[src/rtl/keypad_emulator_if.sv]
// Request/status bundle between a press sequencer (master) and the keypad emulator (slave).
interface keypad_emulator_if;
    logic        key_req;
    logic [3:0]  key_code;
    logic [15:0] hold_cycles;
    logic        abort;
    logic        ready;
    logic        busy;
    logic        done;
    logic [7:0]  press_count;

    modport master (
        output key_req, key_code, hold_cycles, abort,
        input  ready, busy, done, press_count
    );

    modport slave (
        input  key_req, key_code, hold_cycles, abort,
        output ready, busy, done, press_count
    );
endinterface

[src/rtl/keypad_emulator.sv]
// Matrix keypad switch model: bounced press, timed hold, bounced release, returned on
// the row line of the latched key whenever its column is driven.
module keypad_emulator #(
    parameter int BOUNCE_TOGGLES = 4,
    parameter int BOUNCE_PERIOD  = 8
) (
    input  logic               clk,
    input  logic               reset,
    input  logic [3:0]         col,
    output logic [3:0]         R,
    output logic               contact,
    keypad_emulator_if.slave   bus
);
    localparam int DW = (BOUNCE_PERIOD > 1) ? $clog2(BOUNCE_PERIOD) : 1;

    typedef enum logic [2:0] {
        IDLE,
        BOUNCE_PRESS,
        HOLD,
        BOUNCE_RELEASE,
        DONE
    } state_t;

    state_t      state_reg, state_next;
    logic [4:0]  phase_reg, phase_next;
    logic [DW-1:0] div_reg, div_next;
    logic [15:0] hold_reg, hold_next;
    logic [15:0] hold_len_reg, hold_len_next;
    logic [3:0]  code_reg, code_next;
    logic [7:0]  count_reg, count_next;
    logic        contact_reg, contact_next;
    logic        phase_end;
    logic        last_phase;

    always_ff @(posedge clk or negedge reset) begin
        if (!reset) begin
            state_reg    <= IDLE;
            phase_reg    <= '0;
            div_reg      <= '0;
            hold_reg     <= '0;
            hold_len_reg <= '0;
            code_reg     <= '0;
            count_reg    <= '0;
            contact_reg  <= 1'b0;
        end else begin
            state_reg    <= state_next;
            phase_reg    <= phase_next;
            div_reg      <= div_next;
            hold_reg     <= hold_next;
            hold_len_reg <= hold_len_next;
            code_reg     <= code_next;
            count_reg    <= count_next;
            contact_reg  <= contact_next;
        end
    end

    assign phase_end  = (div_reg == DW'(BOUNCE_PERIOD - 1));
    assign last_phase = (phase_reg == 5'(BOUNCE_TOGGLES));

    always_comb begin
        state_next    = state_reg;
        phase_next    = phase_reg;
        div_next      = div_reg;
        hold_next     = hold_reg;
        hold_len_next = hold_len_reg;
        code_next     = code_reg;
        count_next    = count_reg;
        contact_next  = 1'b0;

        case (state_reg)
            IDLE: begin
                if (bus.key_req) begin
                    state_next    = BOUNCE_PRESS;
                    phase_next    = '0;
                    div_next      = '0;
                    code_next     = bus.key_code;
                    hold_len_next = (bus.hold_cycles == 16'd0) ? 16'd1 : bus.hold_cycles;
                end
            end
            BOUNCE_PRESS: begin
                if (phase_end) begin
                    div_next = '0;
                    if (last_phase) begin
                        state_next = HOLD;
                        phase_next = '0;
                        hold_next  = hold_len_reg;
                    end else begin
                        phase_next = phase_reg + 5'd1;
                    end
                end else begin
                    div_next = div_reg + DW'(1);
                end
            end
            HOLD: begin
                // Down-counter loaded with the latched length; leaves on the last closed cycle.
                if (hold_reg <= 16'd1) begin
                    state_next = BOUNCE_RELEASE;
                    phase_next = '0;
                    div_next   = '0;
                    hold_next  = '0;
                end else begin
                    hold_next = hold_reg - 16'd1;
                end
            end
            BOUNCE_RELEASE: begin
                if (phase_end) begin
                    div_next = '0;
                    if (last_phase) begin
                        state_next = DONE;
                        phase_next = '0;
                    end else begin
                        phase_next = phase_reg + 5'd1;
                    end
                end else begin
                    div_next = div_reg + DW'(1);
                end
            end
            DONE: begin
                state_next = IDLE;
                count_next = count_reg + 8'd1;
            end
            default: state_next = IDLE;
        endcase

        if (bus.abort && (state_reg != IDLE)) begin
            state_next = IDLE;
            phase_next = '0;
            div_next   = '0;
            hold_next  = '0;
        end

        // Contact is registered, so derive it from where the FSM is going next.
        case (state_next)
            BOUNCE_PRESS:   contact_next = ~phase_next[0];
            HOLD:           contact_next = 1'b1;
            BOUNCE_RELEASE: contact_next = phase_next[0];
            default:        contact_next = 1'b0;
        endcase
    end

    assign contact         = contact_reg;
    assign bus.ready       = (state_reg == IDLE);
    assign bus.busy        = (state_reg != IDLE);
    assign bus.done        = (state_reg == DONE);
    assign bus.press_count = count_reg;

    for (genvar gi = 0; gi < 4; gi++) begin : g_row
        assign R[gi] = contact_reg & col[code_reg[1:0]] & (code_reg[3:2] == 2'(gi));
    end
endmodule
[src/flat_wrapper.sv]
// flat-port wrapper written by rule: the top's interface ports become plain ports
module keypad_emulator_flat 
#(
    parameter int BOUNCE_TOGGLES = 4,
    parameter int BOUNCE_PERIOD  = 8
)
  (clk, reset, col, R, contact, bus_key_req, bus_key_code, bus_hold_cycles, bus_abort, bus_ready, bus_busy, bus_done, bus_press_count);
  keypad_emulator_if bus_i ();
  input  logic clk;
  input  logic reset;
  input  logic [3:0] col;
  output logic [3:0] R;
  output logic contact;
  input wire logic [$bits(bus_i.key_req)-1:0] bus_key_req;
  input wire logic [$bits(bus_i.key_code)-1:0] bus_key_code;
  input wire logic [$bits(bus_i.hold_cycles)-1:0] bus_hold_cycles;
  input wire logic [$bits(bus_i.abort)-1:0] bus_abort;
  output wire logic [$bits(bus_i.ready)-1:0] bus_ready;
  output wire logic [$bits(bus_i.busy)-1:0] bus_busy;
  output wire logic [$bits(bus_i.done)-1:0] bus_done;
  output wire logic [$bits(bus_i.press_count)-1:0] bus_press_count;
  assign bus_i.key_req = bus_key_req;
  assign bus_i.key_code = bus_key_code;
  assign bus_i.hold_cycles = bus_hold_cycles;
  assign bus_i.abort = bus_abort;
  assign bus_ready = bus_i.ready;
  assign bus_busy = bus_i.busy;
  assign bus_done = bus_i.done;
  assign bus_press_count = bus_i.press_count;
  keypad_emulator #(.BOUNCE_TOGGLES(BOUNCE_TOGGLES), .BOUNCE_PERIOD(BOUNCE_PERIOD)) u_core (.clk(clk), .reset(reset), .col(col), .R(R), .contact(contact), .bus(bus_i));
endmodule
[config.mk]
export PLATFORM = sky130hd
export DESIGN_NAME = keypad_emulator_flat
export DESIGN_NICKNAME = d
export VERILOG_FILES = /design/src/rtl/keypad_emulator_if.sv /design/src/rtl/keypad_emulator.sv /design/src/flat_wrapper.sv
export SDC_FILE = /design/constraint.sdc
export NUM_CORES = 1
export LEC_CHECK = 0
export BUFFER_PORTS_ARGS = -buffer_cell sky130_fd_sc_hd__buf_2
export CAP_MARGIN = 30
export CORE_AREA = 2 2 97 62
export CTS_CLUSTER_SIZE = 40
export DETAILED_ROUTE_END_ITERATION = 10
export DIE_AREA = 0 0 99 64
export HOLD_SLACK_MARGIN = 0.03
export PLACE_DENSITY = 0.84
export SETUP_SLACK_MARGIN = 0.5
export SLEW_MARGIN = 20
export SYNTH_ARGS = -nofsm -noshare
export SYNTH_HDL_FRONTEND = slang
export SYNTH_SLANG_ARGS = --single-unit
export TNS_END_PERCENT = 10
[constraint.sdc]
create_clock -name clk -period 2.45 [get_ports clk]
set_input_delay 0.245 -clock clk [delete_from_list [all_inputs] [get_ports clk]]
set_output_delay 0.245 -clock clk [all_outputs]
set_load 0.01 [all_outputs]
==> impl_metrics.yaml, run 1 <==
status:
  status: "finished, final reports clean"
synthesis:
  synth_most_common_cell: "dfrtp_1"
  synth-seq-area-share_pct: 46.7
  synthCells: 282
  syn-cell-area_sq_mm: 0.00300
  synthDominantCellAreaShare_pct: 46.7
  synth_largest_area_cell: "dfrtp_1"
  synth_edf_count: 0
  yosys_warnings: 0
  synthDistinctLibCells: 62
  ys.flop_type: "dfrtp_1"
  synth.area.top_cells: "dfrtp_1 (47%), mux2_2 (7.5%), ha_1 (2.9%)"
  synth-seq-cells: 56
  synth_fp_nets: 317
  synth.avg_cell_area_sq_um: 10.6
  ys_top_cells_by_count: "dfrtp_1 (56), mux2_2 (20), nand2_1 (19)"
  synthArstFlopShare_pct: 100
worst_setup_path:
  r2r_cells: 7
  cp-start-kind: "register"
  crit_buf_inv: 2
  max_stage_delay_ns: 0.42
  required_ns: 2.66
  cp_max_fo: 4
  endpoint_kind: "register"
  r2r_end: "u_core.contact"
  cp_cell_sequence: "buf_4 > nor3b_4 > buf_6 > nand2b_1 > nand3b_2 > a211oi_2 > mux2_1"
  r2r_setup_slack_ns: 0.45
  cp_slowest_cell: "dfrtp_1"
  crit_family: "simple AND/OR/NAND/NOR gates"
  critPathKind: "reg -> reg"
  rr_startpoint: "u_core.state_reg[2]"
  worst_ep_arrival_time_ns: 2.21
routing:
  ant_nets: 0
  vias: 2641
  drtIter0Drc: 347
  wl_per_cell_microns: 19.0
  routed_wl_microns: 8150
  drc: 0
  viasPerCell: 6.14
  drt-pass1-iter-count: 5
clock_network:
  cts.sinks: 56
  h-tree-depth: 2
  clk_latency_ns: 0.32
  path_clk_slew_ns: 0.11
  cts_root_buf: "clkbuf_8"
  cts_inserted_buffers: 5
  tritoncts: "built"
  cts_buffer_depth: 2
floorplan:
  start_util_pct: 55.7
  ioPinCount: 44
  row_count: 21
  die_w_microns: 99
  die-area_sq_mm: 0.00634
  coreArea_sq_mm: 0.00539
  fp.dieH_microns: 64
placed_design:
  gp_congestion: 0.908
  portBuffers: 43
  dp_hpwl_microns: 5090
  dp.cells: 394
  place_ws_ns: 0.210
  placed_area_sq_mm: 0.00332
global_routing:
  grt_pass1_vias: 2395
  overflow: 0
  grt_pass1_wl_microns: 12500
  antenna_found_initial: 0
  globalRouteTotalUtil_pct: 25.0
  grt_max_degree: 35
finish:
  num-nets-final: 395
  diodes: 0
  post-route-util_pct: 70.6
  post_layout_nonfiller_instances: 430
  drive_gt1_share_pct: 41.8
  syn_to_final_growth_pct: 26.8
  num-fill-cells: 364
  design_area_sq_mm: 0.00380
run:
  maxCapViolations: 0
timing:
  slew_headroom_pct: 51.6
  tightest_slew_ns: 0.727
  fin_skew_ns: 0.00816
  rsz0062_at_grt: "yes"
  hold_viol: 0
  max_freq_mhz: 500
  fin_tns_setup_ns: 0
  timing.hold.ws_ns: 0.161
  maxSlewViolCount: 0
  final.setup.worst_slack_ns: 0.449
  min_period_over_period_pct: 81.7
  fin_crit_ns: 2.00
  setup-violations-final: 0
min_path:
  whs_endpoint: "u_core.code_reg[1]"
  min_path_type: "in -> reg"
  min-delay-start: "bus_key_code[1]"
  hold_depth: 2
power_and_ir_drop:
  total_power_mw: 2.47
  p_per_area_mw_per_mm2: 650
  leakage_nw: 1.74
  vdd_ir_drop_max_mv: 0.429
[worst reg2reg max path: stages (launching register included)]
cell	delay [ns]
dfrtp_1	0.42
buf_4	0.15
nor3b_4	0.26
buf_6	0.16
nand2b_1	0.10
nand3b_2	0.24
a211oi_2	0.22
mux2_1	0.34
[how the worst max path moves through the flow]
stage	from	depth (start not counted)	end	slack [ns]
after floorplan	u_core.phase_reg[0]	7	u_core.hold_reg[4]	0.50
after global placement	u_core.phase_reg[0]	8	u_core.hold_reg[1]	0.24
after detailed placement	u_core.phase_reg[0]	8	u_core.hold_reg[1]	0.21
after global routing	u_core.hold_reg[1]	8	u_core.hold_reg[4]	0.39
final	u_core.state_reg[2]	7	u_core.contact	0.45
after CTS	u_core.state_reg[2]	6	u_core.code_reg[0]	0.44
[cells by family (layout without fill, tap and decap cells)]
kind of cell             count (synthesis)  after routing  share of synthesized area, %
AO/OA/AOI/OAI                           66             66                          15.5
flip-flops                              56             56                          46.7
adder cells (fa/ha/maj)                  7              7                          2.92
AND/OR/NAND/NOR                         91             91                          17.9
multiplexers                            24             24                          9.47
XOR/XNOR                                12             12                          3.50
buffers and inverters                   26            105                          3.96
[cell type report]
type                    instances  area [sq um]  share of cell area (%)
well taps                      69          86.3                    2.27
repair buffers                 83           553                    14.5
inverters                      14          52.6                    1.38
flip-flops and latches         56          1410                    37.0
clock inverters                 3          22.5                   0.592
multi-input cells             200          1610                    42.4
clock buffers                   5          68.8                    1.81
[power breakdown]
group	switching, mW	internal, mW
logic	0.371	0.350
registers	0.153	1.06
clock network	0.328	0.206
[placed cells by master, fill, tap and decap left out, types with 3 or more instances in the layout]
| cell type | instances |
|---|---|
| a21o_1 | 3 |
| a21oi_1 | 11 |
| a22o_1 | 4 |
| a22oi_1 | 8 |
| buf_2 | 43 |
| buf_4 | 32 |
| buf_6 | 6 |
| clkbuf_8 | 5 |
| dfrtp_1 | 52 |
| dfrtp_2 | 4 |
| ha_1 | 4 |
| ha_4 | 3 |
| inv_1 | 9 |
| inv_2 | 5 |
| mux2_2 | 20 |
| nand2_1 | 19 |
| nand2b_1 | 3 |
| nand3_1 | 8 |
| nand4_1 | 4 |
| nor2_1 | 16 |
| nor3_1 | 8 |
| nor4_1 | 6 |
| nor4_2 | 3 |
| o21ai_0 | 4 |
| o21ai_1 | 8 |
| o22ai_1 | 3 |
| xnor2_1 | 8 |
| xor2_1 | 4 |
[repair_timing]
item / CTS / global route
hold endpoints to repair: 32 / 0
pin swaps: 4 / 8
resized for setup: 15 / 24
gates cloned: 0 / 1
hold buffers: 1 / 0
buffers inserted: 7 / 19
setup endpoints to repair: 40 / 41
[layer usage]
layer | global-route usage, % | routed length, microns
met1 | 37.9 | 3550
met2 | 36.0 | 3610
met3 | 6.89 | 815
met4 | 5.14 | 180
met5 | 0 | 0
No activity file was read; power rests on OpenSTA's default activity.
==> inputs of run 2 (changes only) <==
--- a/config.mk
+++ b/config.mk
@@ -5,14 +5,15 @@
 export SDC_FILE = /design/constraint.sdc
 export NUM_CORES = 1
 export LEC_CHECK = 0
+export ABC_AREA = 1
 export BUFFER_PORTS_ARGS = -buffer_cell sky130_fd_sc_hd__buf_2
 export CAP_MARGIN = 30
-export CORE_AREA = 2 2 97 62
+export CORE_AREA = 2 2 103 65
 export CTS_CLUSTER_SIZE = 40
 export DETAILED_ROUTE_END_ITERATION = 10
-export DIE_AREA = 0 0 99 64
+export DIE_AREA = 0 0 105 67
 export HOLD_SLACK_MARGIN = 0.03
-export PLACE_DENSITY = 0.84
+export PLACE_DENSITY = 0.81
 export SETUP_SLACK_MARGIN = 0.5
 export SLEW_MARGIN = 20
 export SYNTH_ARGS = -nofsm -noshare
==> constraint.sdc (replaced) <==
create_clock -name clk -period 1.8 [get_ports clk]
set_input_delay 0.18 -clock clk [delete_from_list [all_inputs] [get_ports clk]]
set_output_delay 0.18 -clock clk [all_outputs]
set_load 0.01 [all_outputs]
==> impl_metrics.yaml, run 2 <==
worst_setup_path:
  cp-start-kind: "register"
  critPathKind: "reg -> reg"
  max_stage_delay_ns: 0.41
  r2r_cells: 8
  worst_ep_arrival_time_ns: 1.98
  cp_max_fo: 7
  endpoint_kind: "register"
  startpoint: "u_core.hold_reg[1]"
  cp_cell_sequence: "inv_2 > ha_2 > o21ai_2 > nor2_2 > nand2_2 > nand3_4 > nand4_1 > a21o_1"
  r2r_end: "u_core.phase_reg[4]"
  cp_slowest_cell: "dfrtp_1"
  rr_startpoint: "u_core.hold_reg[1]"
  cp-endpoint: "u_core.phase_reg[4]"
  r2r_setup_slack_ns: 0.03
  required_ns: 2.01
floorplan:
  row_count: 22
  coreArea_sq_mm: 0.00600
  start_util_pct: 51.2
  ioPinCount: 44
  fp.dieH_microns: 67
  die_w_microns: 105
  die-area_sq_mm: 0.00704
synthesis:
  synth_largest_area_cell: "dfrtp_1"
  ys.flop_type: "dfrtp_1"
  syn-cell-area_sq_mm: 0.00307
  synth-seq-area-share_pct: 45.6
  synthDistinctLibCells: 34
  synth.area.top_cells: "dfrtp_1 (46%), nand2_1 (12%), nor2_1 (5.6%)"
  synth.avg_cell_area_sq_um: 8.03
  synthArstFlopShare_pct: 100
  synth_fp_nets: 418
  ys_top_cells_by_count: "nand2_1 (96), dfrtp_1 (56), nor2_1 (46)"
  synthCells: 383
  synth_edf_count: 0
  synth-seq-cells: 56
  synth_most_common_cell: "nand2_1"
  synthDominantCellAreaShare_pct: 45.6
  yosys_warnings: 0
placed_design:
  place_ws_ns: 0.0931
  portBuffers: 43
  placed_area_sq_mm: 0.00350
  dp_hpwl_microns: 5500
  gp_congestion: 1.00
finish:
  layout_common_cells: "nand2_1 (94), dfrtp_1 (54), buf_2 (43)"
  syn_to_final_growth_pct: 29.8
  drive_gt1_share_pct: 31.8
  num-nets-final: 496
  design_area_sq_mm: 0.00399
  num-fill-cells: 493
  diodes: 0
  final_common_cell: "nand2_1"
  post-route-util_pct: 66.5
timing:
  rsz0062_at_grt: "yes"
  maxSlewViolCount: 0
  fin_crit_ns: 1.77
  max_freq_mhz: 563
  min_period_over_period_pct: 98.6
  timing.hold.ws_ns: 0.0787
  fin_skew_ns: 0.00559
  setup-violations-final: 0
  hold_viol: 0
  slew_headroom_pct: 67.8
  final.setup.worst_slack_ns: 0.0251
  tightest_slew_ns: 0.483
min_path:
  min_path_type: "in -> reg"
  min-delay-start: "bus_key_code[2]"
status:
  status: "finished, final reports clean"
routing:
  ant_nets: 0
  viasPerCell: 5.36
  drc: 0
  routed_wl_microns: 8330
  wl_per_cell_microns: 15.3
  drt-pass1-iter-count: 5
  vias: 2924
  drtIter0Drc: 292
run:
  maxCapViolations: 0
clock_network:
  cts_inserted_buffers: 5
  tritoncts: "built"
  cts_buffer_depth: 2
  cts.sinks: 56
  h-tree-depth: 2
  path_clk_slew_ns: 0.10
  clk_latency_ns: 0.31
  cts_root_buf: "clkbuf_8"
power_and_ir_drop:
  p_per_area_mw_per_mm2: 1490
  leakage_nw: 1.94
  vdd_ir_drop_max_mv: 0.620
global_routing:
  grt_pass1_wl_microns: 12900
  overflow: 0
  antenna_found_initial: 0
  grt_max_degree: 37
  globalRouteTotalUtil_pct: 23.4
  grt_pass1_vias: 2661
[run 2: cell count changes in the layout (fill, tap and decap cells not counted), moves of 7 or more]
| cell | previous run | this run |
|---|---|---|
| nor2_1 | 16 | 38 |
| mux2_2 | 20 | 0 |
| a21oi_2 | 2 | 10 |
| buf_4 | 32 | 25 |
| a22oi_2 | 0 | 7 |
| nand3_1 | 8 | 24 |
| inv_1 | 9 | 36 |
| nand2_1 | 19 | 94 |
| o21ai_0 | 4 | 11 |
[run 2: timing repair]
item | CTS | global route
endpoints found under the hold margin | 20 | 0
gates cloned | 1 | 2
setup buffers | 10 | 10
gates resized for setup | 33 | 25
hold buffers | 1 | 0
pin swaps | 14 | 15
endpoints found under the setup margin | 57 | 59
[run 2: worst min path at each step]
stage	endpoint	slack [ns]	cells past startpoint
after floorplan	u_core.bus.press_count[0]	-0.12	0
after global placement	u_core.hold_len_reg[11]	0.17	1
after detailed placement	u_core.hold_len_reg[11]	0.17	1
after CTS	u_core.hold_len_reg[9]	0.08	3
after global routing	u_core.hold_len_reg[8]	0.08	3
final	u_core.code_reg[2]	0.08	3
[run 2: metrics by stage]
step / total power [mW] / setup TNS, ns / instances
3_5_place_dp: 4.33 / 0 / 514
6_report: 5.93 / 0 / 546
3_3_place_gp: 4.22 / 0 / 514
4_1_cts: 5.45 / 0 / 534
5_1_grt: 6.31 / -0.179 / 546
2_1_floorplan: 3.60 / 0 / 383
[run 2: final cells by class]
cell class                 instances  area [sq um]  share of cell area (%)
inverter                          46           183                    4.58
clock buffer                       7          86.3                    2.16
multi-input combinational        274          1650                    41.3
tap                               84           105                    2.63
timing repair inverter             1          6.26                   0.157
timing repair buffer              77           551                    13.8
clock inverter                     1          7.51                   0.188
sequential                        56          1400                    35.2
[run 2: logic make-up (layout without fill, tap and decap cells)]
group,count (synthesis),count (layout),synth area share (%)
buffers and inverters,53,132,7.20
AND/OR/NAND/NOR,194,194,28.0
adder cells (fa/ha/maj),7,7,2.85
flip-flops,56,56,45.6
AO/OA/AOI/OAI,59,59,12.3
XOR/XNOR,14,14,3.99
[run 2: power breakdown]
| part | switching (mW) | total [mW] | internal (mW) |
|---|---|---|---|
| logic | 1.72 | 3.06 | 1.34 |
| registers | 0.442 | 2.16 | 1.72 |
| clock network | 0.401 | 0.714 | 0.314 |
[run 2: metal layers]
metal	global-route usage, %	wire length [microns]
met1	34.4	3810
met2	36.9	3740
met3	4.31	609
met4	3.33	176
met5	0	0
[run 2: worst max-delay path, delay by kind of cell, from the launching register on]
kind | cells | cell delay, ns
buffers and inverters | 1 | 0.13
flip-flops | 1 | 0.41
AND/OR/NAND/NOR | 4 | 0.64
adder cells (fa/ha/maj) | 1 | 0.21
AO/OA/AOI/OAI | 2 | 0.28
==> inputs of run 3 (changes only) <==
--- a/config.mk
+++ b/config.mk
@@ -6,6 +6,7 @@
 export NUM_CORES = 1
 export LEC_CHECK = 0
 export ABC_AREA = 1
+export ABC_CLOCK_PERIOD_IN_PS = 1500
 export BUFFER_PORTS_ARGS = -buffer_cell sky130_fd_sc_hd__buf_2
 export CAP_MARGIN = 30
 export CORE_AREA = 2 2 103 65
==> constraint.sdc (replaced) <==
create_clock -name clk -period 1.5 [get_ports clk]
set_input_delay 0.075 -clock clk [delete_from_list [all_inputs] [get_ports clk]]
set_output_delay 0.075 -clock clk [all_outputs]
set_load 0.01 [all_outputs]
==> impl_metrics.yaml, run 3 (synthesized netlist as in run 2, its figures left out) <==
routing:
  drtIter0Drc: 201
  drt-pass1-iter-count: 6
  wl_per_cell_microns: 14.1
  vias: 3101
  drc: 0
  ant_nets: 0
  routed_wl_microns: 8270
  viasPerCell: 5.28
timing:
  final.setup.worst_slack_ns: -0.109
  fin_crit_ns: 1.61
  maxSlewViolCount: 0
  rsz0062_at_grt: "yes"
  max_freq_mhz: 622
  setup-violations-final: 22
  hold_viol: 0
  slew_headroom_pct: 74.4
  min_period_over_period_pct: 107
  fin_skew_ns: 0.00548
  timing.hold.ws_ns: 0.0559
  tightest_slew_ns: 0.383
finish:
  drive_gt1_share_pct: 33.6
  regArea_sq_mm: 0.00140
  num-fill-cells: 437
  num-nets-final: 538
  multi_input_area_sq_mm: 0.00165
  final_common_cell: "nand2_1"
  layout_common_cells: "nand2_1 (89), dfrtp_1 (56), buf_4 (48)"
  syn_to_final_growth_pct: 41.1
  post-route-util_pct: 72.3
  diodes: 0
clock_network:
  tritoncts: "built"
  cts_inserted_buffers: 5
  cts_root_buf: "clkbuf_8"
  cts.sinks: 56
  clk_latency_ns: 0.31
  h-tree-depth: 2
  path_clk_slew_ns: 0.10
  cts_buffer_depth: 2
global_routing:
  grt_pass1_vias: 3040
  globalRouteTotalUtil_pct: 25.5
  antenna_found_initial: 0
  grt_max_degree: 57
  grt_pass1_wl_microns: 14100
  overflow: 0
worst_setup_path:
  crit_buf_inv: 2
  rr_startpoint: "u_core.hold_reg[1]"
  worst_ep_arrival_time_ns: 1.81
  max_stage_delay_ns: 0.40
  cp-start-kind: "register"
  r2r_setup_slack_ns: -0.11
  r2r_cells: 9
  r2r_end: "u_core.div_reg[2]"
  endpoint_kind: "register"
  cp_cell_sequence: "inv_2 > ha_2 > o21ai_2 > nor2_2 > nand2_2 > nand3_4 > buf_4 > nand3_2 > a22o_1"
  critPathKind: "reg -> reg"
  cp_slowest_cell: "dfrtp_1"
  required_ns: 1.70
  crit_family: "simple AND/OR/NAND/NOR gates"
  cp_max_fo: 6
power_and_ir_drop:
  p_per_area_mw_per_mm2: 1620
  vdd_ir_drop_max_mv: 0.780
  total_power_mw: 7.01
  leakage_nw: 2.18
floorplan:
  fp.dieH_microns: 67
  die-area_sq_mm: 0.00704
  ioPinCount: 44
  row_count: 22
  start_util_pct: 51.2
  die_w_microns: 105
  coreArea_sq_mm: 0.00600
run:
  maxCapViolations: 0
min_path:
  hold_depth: 4
  whs_endpoint: "u_core.hold_len_reg[0]"
  min-delay-start: "bus_hold_cycles[6]"
  min_path_type: "in -> reg"
placed_design:
  dp_hpwl_microns: 5920
  gp_congestion: 0.919
  portBuffers: 43
  place_ws_ns: -0.133
status:
  failed_checks: "setup timing"
  status: "finished, violations left"
run 3: per-stage QoR:
step / TNS, ns / area, sq um / std cells
after detailed placement: -1.75 / 3830 / 556
after floorplan: 0 / 3120 / 383
after CTS: -1.13 / 4230 / 585
final: -1.32 / 4340 / 587
after global placement: -0.338 / 3830 / 556
after global routing: -5.45 / 4340 / 587
run 3: worst reg2reg max path, cell delays in order (launching register included):
cell and delay, ns:
dfrtp_1 0.40, inv_2 0.09, ha_2 0.19, o21ai_2 0.07, nor2_2 0.13, nand2_2 0.10, nand3_4 0.11, buf_4 0.13
nand3_2 0.09, a22o_1 0.20
run 3: cell type report:
type                    count  share of cell area (%)
multi-input cells         274                    38.1
flip-flops and latches     56                    32.3
repair buffers            120                    21.1
inverters                  46                    4.09
well taps                  84                    2.42
clock buffers               5                    1.59
clock inverters             2                   0.375
run 3: repair_timing:
| item | in CTS | in global routing |
|---|---|---|
| gates resized for setup | 31 | 27 |
| cloned | 0 | 0 |
| hold endpoints to repair | 76 | 0 |
| setup buffers | 1 | 2 |
| pin swaps | 21 | 14 |
| setup endpoints to repair | 63 | 65 |
| hold buffers | 21 | 0 |
run 3: worst max-delay path by stage:
stage	start	end	depth (start not counted)
global route	u_core.hold_reg[8]	u_core.phase_reg[3]	8
finish	u_core.hold_reg[1]	u_core.div_reg[2]	9
detailed placement	u_core.hold_reg[3]	u_core.hold_reg[9]	10
global placement	u_core.div_reg[0]	u_core.hold_reg[14]	8
floorplan	u_core.state_reg[2]	u_core.hold_reg[4]	8
CTS	u_core.hold_reg[3]	u_core.hold_reg[11]	10
run 3: where the power goes:
group          internal (mW)  switching (mW)  total [mW]
Combinational           1.68            2.03        3.71
Sequential              2.06           0.412        2.47
Clock                  0.327           0.498       0.825
run 3: per-layer routing:
metal / global-route usage (%) / vias up / part of all wire [%]
met5: 0 / - / 0
li1: - / 1489 / -
met1: 35.3 / 1497 / 48
met3: 3.42 / 7 / 6.0
met2: 43.8 / 108 / 46
met4: 3.83 / 0 / 0.50
